[config.mk]
export PLATFORM = sky130hd
export DESIGN_NAME = fb_arbiter
export DESIGN_NICKNAME = d
export VERILOG_FILES = /design/src/rtl/fb_arb_pkg.sv /design/src/rtl/fb_rd_pipe.sv /design/src/rtl/fb_arbiter.sv
export SDC_FILE = /design/constraint.sdc
export NUM_CORES = 1
export LEC_CHECK = 0
export ABC_AREA = 1
export CELL_PAD_IN_SITES_DETAIL_PLACEMENT = 1
export CELL_PAD_IN_SITES_GLOBAL_PLACEMENT = 2
export CORE_MARGIN = 3
export CORE_UTILIZATION = 20
export CTS_BUF_LIST = sky130_fd_sc_hd__clkbuf_8
export DETAILED_ROUTE_END_ITERATION = 8
export PLACE_DENSITY_LB_ADDON = 0.08
export SYNTH_ARGS = -nofsm -noshare
export SYNTH_HDL_FRONTEND = slang
export SYNTH_HIERARCHICAL = 1
export SYNTH_SLANG_ARGS = --single-unit
[constraint.sdc]
create_clock -name CLK -period 2.2 [get_ports CLK]
set_clock_uncertainty 0.2 [all_clocks]
set_input_delay 0.44 -clock CLK [delete_from_list [all_inputs] [get_ports CLK]]
set_output_delay 0.44 -clock CLK [all_outputs]
set_load 0.02 [all_outputs]
[src/rtl/fb_arb_pkg.sv]
// Shared types and constants for the framebuffer arbiter.
package fb_arb_pkg;

   typedef enum logic [1:0] {
      IDLE  = 2'd0,
      SCAN  = 2'd1,
      WRITE = 2'd2
   } fb_state_t;

   localparam int unsigned DEF_RD_LAT = 2;

   // Width of a burst-length field able to hold 0..max_burst.
   function automatic int unsigned len_w(input int unsigned max_burst);
      return $clog2(max_burst + 1);
   endfunction

endpackage

[src/rtl/fb_rd_pipe.sv]
// Read-return tracker: RD_LAT-deep valid delay line with asynchronous clear.
// Memory data already lands on the last valid stage, so data is only gated.
module fb_rd_pipe #(
   parameter int unsigned RD_LAT = 2,
   parameter int unsigned DATA_W = 16
) (
   input  logic              CLK,
   input  logic              RST,
   input  logic              rd_issue,
   input  logic [DATA_W-1:0] m_rdata,
   output logic              s_rvalid,
   output logic [DATA_W-1:0] s_rdata
);

   logic [RD_LAT-1:0] vld;

   generate
      if (RD_LAT == 1) begin : g_one
         always_ff @(posedge CLK or posedge RST) begin
            if (RST) vld <= '0;
            else     vld <= rd_issue;
         end
      end else begin : g_deep
         always_ff @(posedge CLK or posedge RST) begin
            if (RST) vld <= '0;
            else     vld <= {vld[RD_LAT-2:0], rd_issue};
         end
      end
   endgenerate

   assign s_rvalid = vld[RD_LAT-1];
   assign s_rdata  = vld[RD_LAT-1] ? m_rdata : '0;

endmodule

[src/rtl/fb_arbiter.sv]
// Single-port framebuffer arbiter: scanout bursts over single-word writes.
// Define FB_ARB_STARVE_EN to bound writer starvation to STARVE_LIMIT grants.
module fb_arbiter
   import fb_arb_pkg::*;
#(
   parameter int unsigned ADDR_W       = 20,
   parameter int unsigned DATA_W       = 16,
   parameter int unsigned MAX_BURST    = 64,
   parameter int unsigned RD_LAT       = DEF_RD_LAT,
`ifdef FB_ARB_STARVE_EN
   parameter int unsigned STARVE_LIMIT = 4,
`endif
   localparam int unsigned LEN_W       = len_w(MAX_BURST)
) (
   input  logic              CLK,
   input  logic              RST,
   input  logic              s_req,
   input  logic [ADDR_W-1:0] s_addr,
   input  logic [LEN_W-1:0]  s_len,
   output logic              s_ack,
   output logic [DATA_W-1:0] s_rdata,
   output logic              s_rvalid,
   input  logic              w_req,
   input  logic [ADDR_W-1:0] w_addr,
   input  logic [DATA_W-1:0] w_wdata,
   output logic              w_ack,
   output logic              m_en,
   output logic              m_we,
   output logic [ADDR_W-1:0] m_addr,
   output logic [DATA_W-1:0] m_wdata,
   input  logic [DATA_W-1:0] m_rdata,
   output logic              busy
);

   fb_state_t        state;
   logic [LEN_W-1:0] rem;
   logic [LEN_W-1:0] len_c;
   logic             dec;
   logic             s_elig;
   logic             w_elig;
   logic             grant_s;
   logic             grant_w;
   logic             starved;
   logic             rd_issue;

`ifdef FB_ARB_STARVE_EN
   localparam int unsigned STV_W = $clog2(STARVE_LIMIT + 1);
   logic [STV_W-1:0] stv_cnt;

   assign starved = (stv_cnt == STV_W'(STARVE_LIMIT));

   always_ff @(posedge CLK or posedge RST) begin
      if (RST)                           stv_cnt <= '0;
      else if (dec && grant_w)           stv_cnt <= '0;
      else if (dec && grant_s && w_elig) stv_cnt <= stv_cnt + 1'b1;
   end
`else
   assign starved = 1'b0;
`endif

   // A requester whose ack is high this cycle is excluded from the decision.
   always_comb begin
      len_c   = (s_len > LEN_W'(MAX_BURST)) ? LEN_W'(MAX_BURST) : s_len;
      dec     = (state == IDLE) || (state == WRITE) || ((state == SCAN) && (rem == '0));
      s_elig  = s_req & ~s_ack;
      w_elig  = w_req & ~w_ack;
      grant_w = w_elig & (~s_elig | starved);
      grant_s = s_elig & ~grant_w;
   end

   always_ff @(posedge CLK or posedge RST) begin
      if (RST) begin
         state   <= IDLE;
         rem     <= '0;
         s_ack   <= 1'b0;
         w_ack   <= 1'b0;
         m_en    <= 1'b0;
         m_we    <= 1'b0;
         m_addr  <= '0;
         m_wdata <= '0;
         busy    <= 1'b0;
      end else begin
         s_ack <= 1'b0;
         w_ack <= 1'b0;
         m_en  <= 1'b0;
         if (!dec) begin
            m_en   <= 1'b1;
            m_addr <= m_addr + 1'b1;
            rem    <= rem - 1'b1;
         end else if (grant_w) begin
            state   <= WRITE;
            busy    <= 1'b1;
            m_en    <= 1'b1;
            m_we    <= 1'b1;
            m_addr  <= w_addr;
            m_wdata <= w_wdata;
            w_ack   <= 1'b1;
         end else if (grant_s) begin
            s_ack <= 1'b1;
            if (len_c == '0) begin
               state <= IDLE;
               busy  <= 1'b0;
            end else begin
               state  <= SCAN;
               busy   <= 1'b1;
               m_en   <= 1'b1;
               m_we   <= 1'b0;
               m_addr <= s_addr;
               rem    <= len_c - 1'b1;
            end
         end else begin
            state <= IDLE;
            busy  <= 1'b0;
         end
      end
   end

   assign rd_issue = m_en & ~m_we;

   fb_rd_pipe #(
      .RD_LAT (RD_LAT),
      .DATA_W (DATA_W)
   ) u_rd_pipe (
      .CLK      (CLK),
      .RST      (RST),
      .rd_issue (rd_issue),
      .m_rdata  (m_rdata),
      .s_rvalid (s_rvalid),
      .s_rdata  (s_rdata)
   );

endmodule

# Word-level counts from Yosys, hierarchy flattened
# Index checks and enable logic that the tools add are counted.
# Widths: inputs -> output; s select.
dict set report word_totals {
  regBits 52
  inputBits 83
  out_inout_bits 58
  elab_cells 68
}
dict set report classes {
  addsub 3
  magnitude_cmp 1
  eq_ne 8
  muxes 25
  bitwise_logic 10
  reduce_logical 11
}
# cell n
set op_table {}
lappend op_table {{$mux 20} 4}
lappend op_table {{$mux 7} 5}
lappend op_table {{$add 20x1->20 const B} 1}
lappend op_table {{$mux 16} 1}
lappend op_table {{$logic_not 7->1} 2}
lappend op_table {{$sub 7x1->7 const B} 2}
lappend op_table {{$mux 1} 13}
lappend op_table {{$gt 7x7->1 const B} 1}
lappend op_table {{$ne 2x2->1 const B} 3}
lappend op_table {{$reduce_and 3->1} 2}
lappend op_table {{$and 1x1->1} 5}
lappend op_table {{$not 1->1} 5}
lappend op_table {{$mux 2} 2}
lappend op_table {{$reduce_and 2->1} 2}
lappend op_table {{$ne 3x1->1 const B} 1}
lappend op_table {{$ne 3x3->1 const B} 1}
lappend op_table {{$eq 2x1->1 const B} 1}
lappend op_table {{$eq 2x2->1 const B} 1}
lappend op_table {{$logic_not 2->1} 1}
lappend op_table {{$logic_or 1x1->1} 2}
lappend op_table {{$ne 2x1->1 const B} 1}
lappend op_table {{$reduce_bool 2->1} 1}
lappend op_table {{$logic_and 1x1->1} 1}

# Logic depth before layout (Yosys ltp)
dict set report depth {
  ltp_word 9
  depth_mapped 13
  depth_no_buf 13
}

# By module
# Netlist, hierarchy kept.
# module instances cells_each area_each_um2 seq_area_each_um2
set modules_own_cells {}
lappend modules_own_cells {fb_arbiter 1 440 3080.5 1251.2}
lappend modules_own_cells {fb_rd_pipe 1 37 217.7 50.0}

# Worst setup path before layout
# No wires, ideal clock.
dict set report synth_timing {
  path_type {reg2reg}
  start {register rem[1]}
  end {register rem[6]}
  setup_ps 118
  arrival_time_ps 1759
  t_required_ps 1882
  slack_ps 123
  stages_incl_launch_ff 12
  n_path_buf 1
  synth_period_minus_slack_ps 2077
  path_cell_list {dfrtp_1 nor2_1 nand2_2 o21ai_4 buf_6 nand2_1 nand2_1 ha_1 a21boi_1 nand4_1 nand3_1 nand2_1}
}
dict set report synth_via {
  elab_chain_len 5
  elab_cells_between_ends 9
  cone_classes {add/sub: 1; eq/ne: 3; mux: 1; reduce/logical: 4}
}
# item line
set synth_lines {}
lappend synth_lines {{start, declared} fb_arbiter.sv:36} ;# logic [LEN_W-1:0] rem;
lappend synth_lines {{start signal, assigned} fb_arbiter.sv:89} ;# rem <= rem - 1'b1;
lappend synth_lines {{start signal, assigned} fb_arbiter.sv:109} ;# rem <= len_c - 1'b1;
lappend synth_lines {{parallel branches: the longest is 5 deep, another holds $sub 7x1->7} --}
# Several ways; the timed one is not identified.
# A chain may end at the register's enable or synchronous reset.

# Worst setup path after layout
dict set report layout_timing {
  start {register m_addr[0]}
  end {output m_addr[0]}
}
# item line
set layout_rtl {}
lappend layout_rtl {{start, declared} fb_arbiter.sv:29} ;# output logic [ADDR_W-1:0] m_addr,
lappend layout_rtl {{start signal, assigned} fb_arbiter.sv:88} ;# m_addr <= m_addr + 1'b1;
lappend layout_rtl {{start signal, assigned} fb_arbiter.sv:95} ;# m_addr <= w_addr;
lappend layout_rtl {{start signal, assigned} fb_arbiter.sv:108} ;# m_addr <= s_addr;
# No word-level cell between the ends.

==> metrics.md <==
| Metric | Value |
|---|---|
| Outcome | `completed` |
| # H-tree levels | `2` |
| Global route total overflow | `0` |
| Largest net degree at the start of global routing | `51` |
| Drt wl/cell | `15.0 um` |
| Drc violations | `0` |
| Kind of critical path | `flop to output pin` |
| FF+latch count, synth | `52` |
| Synth top cells by count | `169 x nand2_1, 52 x dfrtp_1, 51 x inv_1` |
| Core box area | `16,000 sq um` |
| Tmin final | `2.14 ns` |
| Share of layout cells above drive strength 1 | `12.0%` |
| Count leader, synth | `nand2_1` |
| Initial DRT Pass Iterations | `4` |
| HPWL after DPL | `10,000 um` |
| Post-synthesis async set-or-reset flop share | `100%` |
| Ant. Diodes | `0` |
| Leakage power | `0.00263 uW` |
| CTS Hold Bufs | `0` |
| Yosys warns | `6` |
| Synth Area per Inst | `6.91 sq um` |
| Worst setup SP type | `flop` |
| Root Buffer | `clkbuf_8` |
| Slew headroom | `72.5%` |
| Dominant synthesized flop cell | `dfrtp_1` |
| Clock Sinks | `52` |
| PD cells | `509 nW/um^2` |
| Vias per cell | `4.25` |
| Die Y | `134 um` |
| Via count | `3,659` |
| Cells on worst reg2reg path | `12` |
| CTS buffer count | `5` |
| Top Ports | `141` |
| CTS tree | `done` |
| Setup crit end kind | `output pin` |
| Mapped Nets | `562` |
| Final TNS setup | `0 ns` |
| Required @ worst endpoint | `1.56 ns` |
| Vias in the first global route | `3,904` |
| Max-slew violations | `0` |
| Clk slew on worst S/H paths | `0.11 ns` |
| Core Util, Final | `33.0%` |
| Die Width | `134 um` |
| Post-synth EDFFs | `0` |
| Final hold vios | `0` |
| VDD IR-drop max | `0.000240 V` |
| GPL Wtd Cong | `0.836` |
| Crit Path Max Fanout | `7` |
| Fin nets | `728` |
| FMAX | `466 MHz` |
| Reg2Reg Capture Point | `rem[5]` |
| Inst Count DP | `848` |
| WP data arrival | `1.50 ns` |
| Layout area overhead | `60.2%` |
| Worst R2R Setup Slack | `0.15 ns` |
| Port Buffers | `140` |
| Seq/Total Area, Yosys | `39.5%` |
| Starting DRC count in detailed routing | `104` |
| Non-filler cells in the finished layout | `860` |
| Initial antenna violation count | `0` |
| Share of the synthesized area in the top cell type | `39.5%` |
| Main area contributors after synthesis | `dfrtp_1 39%, nand2_1 19%, inv_1 5.8%` |
| Synthesized netlist cell count | `477` |
| Initial core utilization | `20.6%` |
| Final Cycle Share | `97.5%` |
| Row count | `46` |
| Clock buffer depth | `2` |
| Tightest Hold Check Type | `primary input to async pin` |
| Full die area | `18,100 sq um` |
| Global Route Usage Sum | `14.2%` |
| Actual slew at the worst max-slew pin | `0.412 ns` |
| MaxCap Viol Count | `0` |
| RSZ-0062 raised after global routing | `false` |
| DRT antenna net count | `0` |
| Post-synthesis cell area | `3300 sq um` |
| Worst hold slack | `0.0995 ns` |
| Number of distinct library cells after synthesis | `36` |
| Clk Latency, worst-skew pair | `0.33 ns` |
| First-pass GRT wire length | `20,600 um` |
| # setup viols final | `0` |
| Top cell type by total area after synthesis | `dfrtp_1` |
| Wirelength, routed | `12,900 um` |
| Worst r2r src | `rem[3]` |
[power by group]
part | switching [uW] | internal [uW]
logic | 473 | 447
clock network | 383 | 224
registers | 119 | 1050
[metrics by stage]
stage	total power, uW	area, sq um	setup WS (ns)
final	2690	5290	0.0558
after global routing	2860	5290	0.00287
after CTS	2740	5230	0.0230
after detailed placement	2130	5160	-0.236
after global placement	2120	5160	-0.0713
after floorplan	1600	3300	0.123
[logic make-up (layout without fill, tap and decap cells)]
group	Yosys count	in the layout	share of synthesized area, %
AO/OA/AOI/OAI	69	69	11.7
XOR/XNOR	3	3	0.797
adder cells (fa/ha/maj)	2	2	0.759
buffers and inverters	72	239	10.4
flip-flops	52	52	39.5
AND/OR/NAND/NOR	279	279	37.0
[state kept, by name, summed over array words and instances, names as in the netlist]
name and count:
rem 7, s_ack 1, w_ack 1, m_en 1, m_wdata 16, m_addr 20, u_rd_pipe/vld 2, m_we 1
busy 1, state 2
[cell usage in the layout (no fill, tap or decap), types with 3 or more instances in the layout]
| master | count |
|---|---|
| nand2_1 | 167 |
| o21ai_1 | 9 |
| nand4_1 | 6 |
| dfrtp_1 | 52 |
| a21oi_1 | 17 |
| nand3_1 | 26 |
| a31oi_1 | 6 |
| inv_2 | 5 |
| clkdlybuf4s50_1 | 122 |
| nor2_1 | 45 |
| o21ai_0 | 27 |
| dlygate4sd2_1 | 17 |
| clkbuf_8 | 5 |
| buf_12 | 7 |
| inv_1 | 51 |
| nor3_1 | 5 |
| buf_4 | 27 |
| nand3b_1 | 3 |
| nor2_2 | 4 |
| o22ai_1 | 4 |
| nand2_2 | 12 |
[critical path, stage by stage, from the launching register on]
cell	delay (ns)
dfrtp_1	0.39
buf_4	0.17
clkdlybuf4s50_1	0.62
[how the worst max path moves through the flow]
stage,start,slack [ns],to
2_1_floorplan,rem[1],0.12,rem[6]
3_3_place_gp,s_len[4],-0.07,rem[2]
3_5_place_dp,s_len[3],-0.24,rem[6]
4_1_cts,m_addr[0],0.02,m_addr[0]
5_1_grt,m_addr[13],0.003,m_addr[13]
6_report,m_addr[0],0.06,m_addr[0]
[cell type report]
type	instances	area [sq um]
clock buffers	5	68.8
clock inverters	3	20.0
fillers	2010	10700
inverters	56	215
multi-input cells	353	1670
flip-flops and latches	52	1300
well taps	216	270
repair buffers	175	1740
[layer usage]
metal	global-route usage (%)	up-vias	routed length [um]
li1	-	1840	-
met1	17.5	1743	5630
met2	25.0	68	6500
met3	3.56	8	635
met4	3.05	0	116
met5	0	-	0
[timing repair]
action | 4_1_cts | 5_1_grt
pin swaps | 0 | 4
setup buffers | 0 | 4
resized for setup | 17 | 8
setup endpoints to repair | 17 | 3
No activity file was read; power rests on OpenSTA's default activity.
